<file path="config.mk">
export PLATFORM = sky130hd
export DESIGN_NAME = flag_controller
export DESIGN_NICKNAME = d
export VERILOG_FILES = /design/src/rtl/flag_controller.sv
export SDC_FILE = /design/constraint.sdc
export NUM_CORES = 1
export LEC_CHECK = 0
export BUFFER_PORTS_ARGS = -buffer_cell sky130_fd_sc_hd__buf_4
export CAP_MARGIN = 20
export CORE_MARGIN = 10
export CORE_UTILIZATION = 46
export DETAILED_ROUTE_END_ITERATION = 8
export HOLD_SLACK_MARGIN = 0.15
export PLACE_DENSITY = 0.79
export SLEW_MARGIN = 20
export SYNTH_ARGS = -nofsm -noshare
export SYNTH_HDL_FRONTEND = slang
export SYNTH_SLANG_ARGS = --single-unit
</file>
<file path="constraint.sdc">
create_clock -name clk -period 1.95 [get_ports clk]
set_clock_uncertainty 0.05 [all_clocks]
set_input_delay 0.39 -clock clk [delete_from_list [all_inputs] [get_ports clk]]
set_output_delay 0.39 -clock clk [all_outputs]
set_load 0.02 [all_outputs]
</file>
<file path="src/rtl/flag_controller.sv">
// NZCV flag-write arbiter with one-entry exception shadow and a
// B.cond evaluator that waits out same-cycle flag writes.
module flag_controller #(
    parameter int STALL_LIMIT = 3
) (
    input  logic        clk,
    input  logic        reset,
    input  logic        alu_req,
    input  logic [3:0]  alu_nzcv,
    output logic        alu_gnt,
    input  logic        sys_req,
    input  logic [3:0]  sys_nzcv,
    output logic        sys_gnt,
    input  logic        save_req,
    input  logic        restore_req,
    output logic        save_err,
    input  logic        cond_req,
    input  logic [3:0]  cond_code,
    output logic        cond_ack,
    output logic        cond_taken,
    output logic        busy,
    output logic [3:0]  nzcv,
    output logic [31:0] sreg
);
    localparam int CW = $clog2(STALL_LIMIT + 2);

    typedef enum logic [1:0] {
        IDLE,
        EVAL,
        DONE
    } state_t;

    state_t        state_q, state_d;
    logic [3:0]    nzcv_q, nzcv_d;
    logic [3:0]    shadow_q, shadow_d;
    logic          shadow_valid_q, shadow_valid_d;
    logic          save_err_q, save_err_d;
    logic          taken_q, taken_d;
    logic [3:0]    code_q, code_d;
    logic [CW-1:0] stall_q, stall_d;

    logic guard;
    logic block;
    logic rest_ok;
    logic wr;

    // Base condition on code[3:1]; code[0] inverts, except AL/NV.
    function automatic logic cond_eval(input logic [3:0] code,
                                       input logic [3:0] f);
        logic n, z, c, v, base;
        {n, z, c, v} = f;
        unique case (code[3:1])
            3'd0:    base = z;
            3'd1:    base = c;
            3'd2:    base = n;
            3'd3:    base = v;
            3'd4:    base = c & ~z;
            3'd5:    base = (n == v);
            3'd6:    base = ~z & (n == v);
            default: base = 1'b1;
        endcase
        if (code[3:1] == 3'd7) begin
            return 1'b1;
        end
        return base ^ code[0];
    endfunction

    always_comb begin
        guard   = (state_q == EVAL) && (stall_q == CW'(STALL_LIMIT));
        block   = reset || guard;
        rest_ok = restore_req && shadow_valid_q && !block;
        sys_gnt = sys_req && !block && !rest_ok;
        alu_gnt = alu_req && !block && !rest_ok && !sys_req;
        wr      = rest_ok || sys_gnt || alu_gnt;
    end

    always_comb begin
        nzcv_d         = nzcv_q;
        shadow_d       = shadow_q;
        shadow_valid_d = shadow_valid_q;
        save_err_d     = save_err_q;
        if (rest_ok) begin
            nzcv_d = shadow_q;
        end else if (sys_gnt) begin
            nzcv_d = sys_nzcv;
        end else if (alu_gnt) begin
            nzcv_d = alu_nzcv;
        end
        // Restore wins over a same-cycle save; the save is dropped silently.
        if (restore_req) begin
            if (rest_ok) begin
                shadow_valid_d = 1'b0;
            end else if (!shadow_valid_q) begin
                save_err_d = 1'b1;
            end
        end else if (save_req) begin
            if (shadow_valid_q) begin
                save_err_d = 1'b1;
            end else begin
                shadow_d       = nzcv_q;
                shadow_valid_d = 1'b1;
            end
        end
    end

    always_comb begin
        state_d = state_q;
        taken_d = taken_q;
        code_d  = code_q;
        stall_d = stall_q;
        unique case (state_q)
            IDLE: begin
                if (cond_req) begin
                    code_d  = cond_code;
                    stall_d = '0;
                    state_d = EVAL;
                end
            end
            EVAL: begin
                if (wr) begin
                    stall_d = stall_q + 1'b1;
                end else begin
                    taken_d = cond_eval(code_q, nzcv_q);
                    state_d = DONE;
                end
            end
            DONE:    state_d = IDLE;
            default: state_d = IDLE;
        endcase
    end

    always_ff @(posedge clk or posedge reset) begin
        if (reset) begin
            state_q        <= IDLE;
            nzcv_q         <= '0;
            shadow_q       <= '0;
            shadow_valid_q <= 1'b0;
            save_err_q     <= 1'b0;
            taken_q        <= 1'b0;
            code_q         <= '0;
            stall_q        <= '0;
        end else begin
            state_q        <= state_d;
            nzcv_q         <= nzcv_d;
            shadow_q       <= shadow_d;
            shadow_valid_q <= shadow_valid_d;
            save_err_q     <= save_err_d;
            taken_q        <= taken_d;
            code_q         <= code_d;
            stall_q        <= stall_d;
        end
    end

    assign cond_ack   = (state_q == DONE);
    assign busy       = (state_q != IDLE);
    assign cond_taken = taken_q;
    assign save_err   = save_err_q;
    assign nzcv       = nzcv_q;
    assign sreg       = {nzcv_q, 28'b0};
endmodule

</file>
# Yosys cells after proc, flatten, opt, wreduce, memory -nomap -nowiden
# Index checks and enable logic that the tools add are counted.
[word_totals]
ff_bits = 20
input_bits = 19
output_inout_bits = 42
wordCells = 86
[classes]
n_addsub = 1
n_eq_ne = 17
mux = 25
bitwise = 7
reduce_logical = 28
[ops]
columns = ["cell", "count"]
rows = [
  ["two-way mux 1 bit", 15],
  ["== test 3 bit (second input constant)", 4],
  ["two-way mux 4 bit", 3],
  ["!= test 2 bit (second input constant)", 5],
  ["== test 3 x 2 -> 1 bit (second input constant)", 3],
  ["logical AND 1 bit", 8],
  ["AND reduction 2 bit", 4],
  ["nonzero test 2 bit", 4],
  ["case mux 1 bit (7 select lines)", 1],
  ["two-way mux 3 bit", 2],
  ["case mux 3 bit (2 select lines)", 1],
  ["AND reduction 3 bit", 2],
  ["two-way mux 2 bit", 2],
  ["NOT 1 bit", 4],
  ["case mux 2 bit (2 select lines)", 1],
  ["AND reduction 4 bit", 1],
  ["adder 3 x 1 -> 3 bit (second input constant)", 1],
  ["== test 3 x 1 -> 1 bit (second input constant)", 1],
  ["logical NOT 1 bit", 3],
  ["logical NOT 3 bit", 1],
  ["logical OR 1 bit", 3],
  ["nonzero test 3 bit", 1],
  ["bitwise AND 1 bit", 2],
  ["== test 2 x 1 -> 1 bit (second input constant)", 1],
  ["5 further kinds", 5],
]

# Longest topological paths before layout
[logic_depth]
ltp_word = 13
mapped_depth = 7
ltp_nobuf = 6

# Least setup slack after synthesis
# Ideal clock, no wire load.
[synth_timing]
path_type = "reg-to-output"
startpoint = "register stall_q[0]"
endpoint = "output alu_gnt"
arrival_ns = 1.419
required_ns = 1.510
setup_slack_ns = 0.091
path_stages_with_launch = 5
n_path_buf = 0
path_cell_list = "dfrtp_1 -> ha_1 -> ha_1 -> a21oi_1 -> and3_1"
[synth_via]
elab_chain_len = 8
word_cells_on_any_way = 9
classes_between = "eq/ne (1); reduce/logical (8)"
[synth_lines]
columns = ["item", "line_no", "rtl"]
rows = [
  ["start, declared", "40", "logic [CW-1:0] stall_q, stall_d;"],
  ["start signal, assigned", "150", "stall_q <= stall_d;"],
  ["== test 3 x 2 -> 1 bit (*)", "69", "guard = (state_q == EVAL) && (stall_q == CW'(STALL_LIMIT));"],
  ["logical AND 1 bit (*)", "69", ""],
  ["logical OR 1 bit (*)", "70", "block = reset || guard;"],
  ["logical NOT 1 bit (*)", "71, 73", ""],
  ["logical AND 1 bit", "71", "rest_ok = restore_req && shadow_valid_q && !block;"],
  ["logical NOT 1 bit", "73", "alu_gnt = alu_req && !block && !rest_ok && !sys_req;"],
  ["logical AND 1 bit (*) (2 in a row)", "73", ""],
  ["end, declared", "10", "output logic alu_gnt,"],
]
# Every way passes the cells marked *; elsewhere a longest branch is shown, timed or not.

# Worst setup path after layout
[layout_timing]
startpoint = "register stall_q[1]"
endpoint = "output sys_gnt"
[layout_via]
elab_chain_len = 7
word_cells_on_any_way = 8
classes_between = "eq/ne (1); reduce/logical (7)"
[layout_lines]
columns = ["item", "line_no", "rtl"]
rows = [
  ["== test 3 x 2 -> 1 bit (*)", "69", ""],
  ["logical AND 1 bit (*)", "69", ""],
  ["logical OR 1 bit (*)", "70", ""],
  ["logical NOT 1 bit (*)", "71, 72", ""],
  ["logical AND 1 bit", "71", ""],
  ["logical NOT 1 bit", "72", "sys_gnt = sys_req && !block && !rest_ok;"],
  ["logical AND 1 bit (*)", "72", ""],
  ["end, declared", "13", "output logic sys_gnt,"],
]
# Marked as above.

==> results.yml <==
run_status:
  outcome: "finished, violations left"
  violations: "negative setup slack"
cells_and_area:
  diodes: 0
  nNetsFinal: 183
  areaGrowthSynthToFinish_pct: 21.9
  nFillCells: 238
  final_area_um2: 1580
  drive_gt1_frac: 0.410
synth:
  yosysSeqAreaShare: 0.387
  synth_top_area_frac: 0.387
  synth_area_leaders: "dfrtp_1 39%, buf_4 19%, mux2_2 11%, a22o_1 2.7%, a2bb2oi_1 2.7%"
  yosys.area_share.simple: 0.104
  synth_compound_area_frac: 0.125
  netlist_area_um2: 1290
  syn_area_per_cell_um2: 10.6
  muxShareOfSynthArea: 0.142
  yosys.area.top_type: "dfrtp_1"
  ys_types: 31
  yosys.area_share.adder: 0.0194
  synth_top_flop_cell: "dfrtp_1"
  synth_top_family_by_area: "buffers and inverters"
  synth_edf_count: 0
  synth_warnings: 0
  synth_xor_area_frac: 0.0136
  synth_most_common_cell: "buf_4"
  synthArstFlopShare: 1.00
  synth_commonest_cells: "32 x buf_4, 20 x dfrtp_1, 13 x mux2_2"
  synth_seq_cells: 20
  synth_cells: 122
placed_design:
  numPortBuffers: 32
  place_congestion: 0.770
  hpwl_um: 2370
  dp_slack_ns: 0.0847
  placed_area_um2: 1440
sta:
  drv_slew: 0
  setup_violations: 2
  post-route-period-util: 1.01
  rsz0062_at_grt: "true"
  hold_ws_ns: 0.234
  report.final.hold_viol_count: 0
  fin_crit_ns: 1.96
  setup_slack_ns: -0.0101
  max_freq_mhz: 510
routing:
  vias: 914
  drc: 0
  wl_um: 2880
  wl_per_cell_um: 15.0
  drt_iter0_markers: 19
  final_antenna_net_count: 0
  firstDrtPassIters: 3
  vias_per_cell: 4.76
pwr:
  irDropWorstVdd_v: 0.000672
  p_leak_uw: 0.000759
  power_per_cell_area_nw_per_um2: 984
critical_path:
  reg2reg_from: "stall_q[1]"
  crit_chain: "ha_2, ha_4, a21oi_4, and3_4, buf_6"
  end_kind: "primary output"
  crit_arrival_ns: 1.52
  cp_slowest_cell: "dfrtp_1"
  crit_path_start: "stall_q[1]"
  max_stage_delay_ns: 0.41
  worst_setup_path_start_kind: "flop"
  crit_buf_inv: 1
  critPathKind: "flop to primary output"
  required_ns: 1.51
  cp_top_family: "flip-flops"
  crit_path_max_fanout: 3
cts:
  cts_buffers: 3
  clk_path_buf_depth: 2
  root_buffer: "clkbuf_4"
  cts_sinks: 20
  insertion_delay_ns: 0.30
  tritoncts: "done"
  htreeDepth: 1
  cts.clk_slew.worst_paths_ns: 0.11
global_route:
  grt_max_degree: 21
  globalRouteTotalUtil: 0.106
  grt_pass1_vias: 956
  grt_pass1_wl_um: 4570
  antenna_found_initial: 0
  grt_overflow: 0
hold_path:
  hp-start: "restore_req"
  hold_class: "input pin to flop"
job:
  cap_violations: 0
floorplan:
  die_area_um2: 5330
  die_height_um: 73.0
  rows: 19
  initial_core_util: 0.477
  coreArea_um2: 2710
  die_x_um: 73.0
  io_pins: 61
## flip-flops by register name, indices dropped and copies added, names as in the netlist
| name | cells |
|---|---|
| code_q | 4 |
| cond_taken | 1 |
| nzcv | 4 |
| save_err | 1 |
| shadow_q | 4 |
| shadow_valid_q | 1 |
| stall_q | 3 |
| state_q | 2 |
## cell usage in the layout, fill, tap and decap left out, types with 2 or more instances in the layout
master     Yosys  final
buf_4         32     37
conb_1         1     28
dfrtp_1       20     20
mux2_2        13     13
nor2_1         6      6
nor2b_1        5      5
inv_1          4      4
o22ai_1        4      4
a2bb2oi_1      4      4
a22o_1         4      4
nand2_1        3      3
clkbuf_4       0      3
buf_6          1      3
a21oi_1        3      2
xnor2_1        2      2
a31oi_1        2      2
and3_4         0      2
## layout make-up
class | count | area, µm² | share of cell area
Clock buffer | 4 | 36.3 | 0.0230
Inverter | 4 | 15.0 | 0.00953
Multi-Input combinational cell | 92 | 663 | 0.421
Sequential cell | 20 | 500 | 0.318
Tap cell | 31 | 38.8 | 0.0246
Timing Repair Buffer | 41 | 322 | 0.204
## metal layers
metal,GRT usage,up-vias,wire (µm)
li1,-,448,-
met1,0.120,432,1090
met2,0.181,32,1520
met3,0.0340,2,255
met4,0.0380,0,17
met5,0,-,0
## what timing repair did
item	4_1_cts	5_1_grt
pin swaps	3	3
gates resized for setup	8	2
endpoints found under the hold margin	20	0
cloned	0	0
endpoints found under the setup margin	2	2
buffers inserted	3	2
hold buffers	1	0
## power by group
part | leakage [µW] | internal (µW) | switching [µW]
clock | 0.0000210 | 114 | 128
sequential | 0.000236 | 532 | 127
combinational | 0.000502 | 346 | 302
total | 0.000759 | 992 | 557
## logic make-up after synthesis
group / after synthesis
buffers and inverters: 37
adders and majority gates: 2
DFF: 20
other: 1
AOI/OAI and AO/OA: 22
muxes: 15
and+or+nand+nor: 23
xor gates and xnor gates: 2
## final timing paths
path	slack, ns	to	cells past startpoint
hold reg to reg	0.44	save_err	1
setup / recovery	-0.01	sys_gnt	5
max in group asynchronous	1.00	stall_q[1]	4
min in group asynchronous	0.65	shadow_q[0]	4
hold / removal	0.23	shadow_valid_q	2
setup reg to reg	0.02	stall_q[0]	6
## through the flow
stage                util  setup TNS (ns)  total power, µW  instances
finish              0.581         -0.0174             1550        192
floorplan               -               0             1130        149
global placement    0.533               0             1240        182
global route        0.581          -0.230             1660        192
detailed placement  0.533               0             1270        182
CTS                 0.572         -0.0778             1550        190
Note: power is estimated with default switching activity, not from simulation.
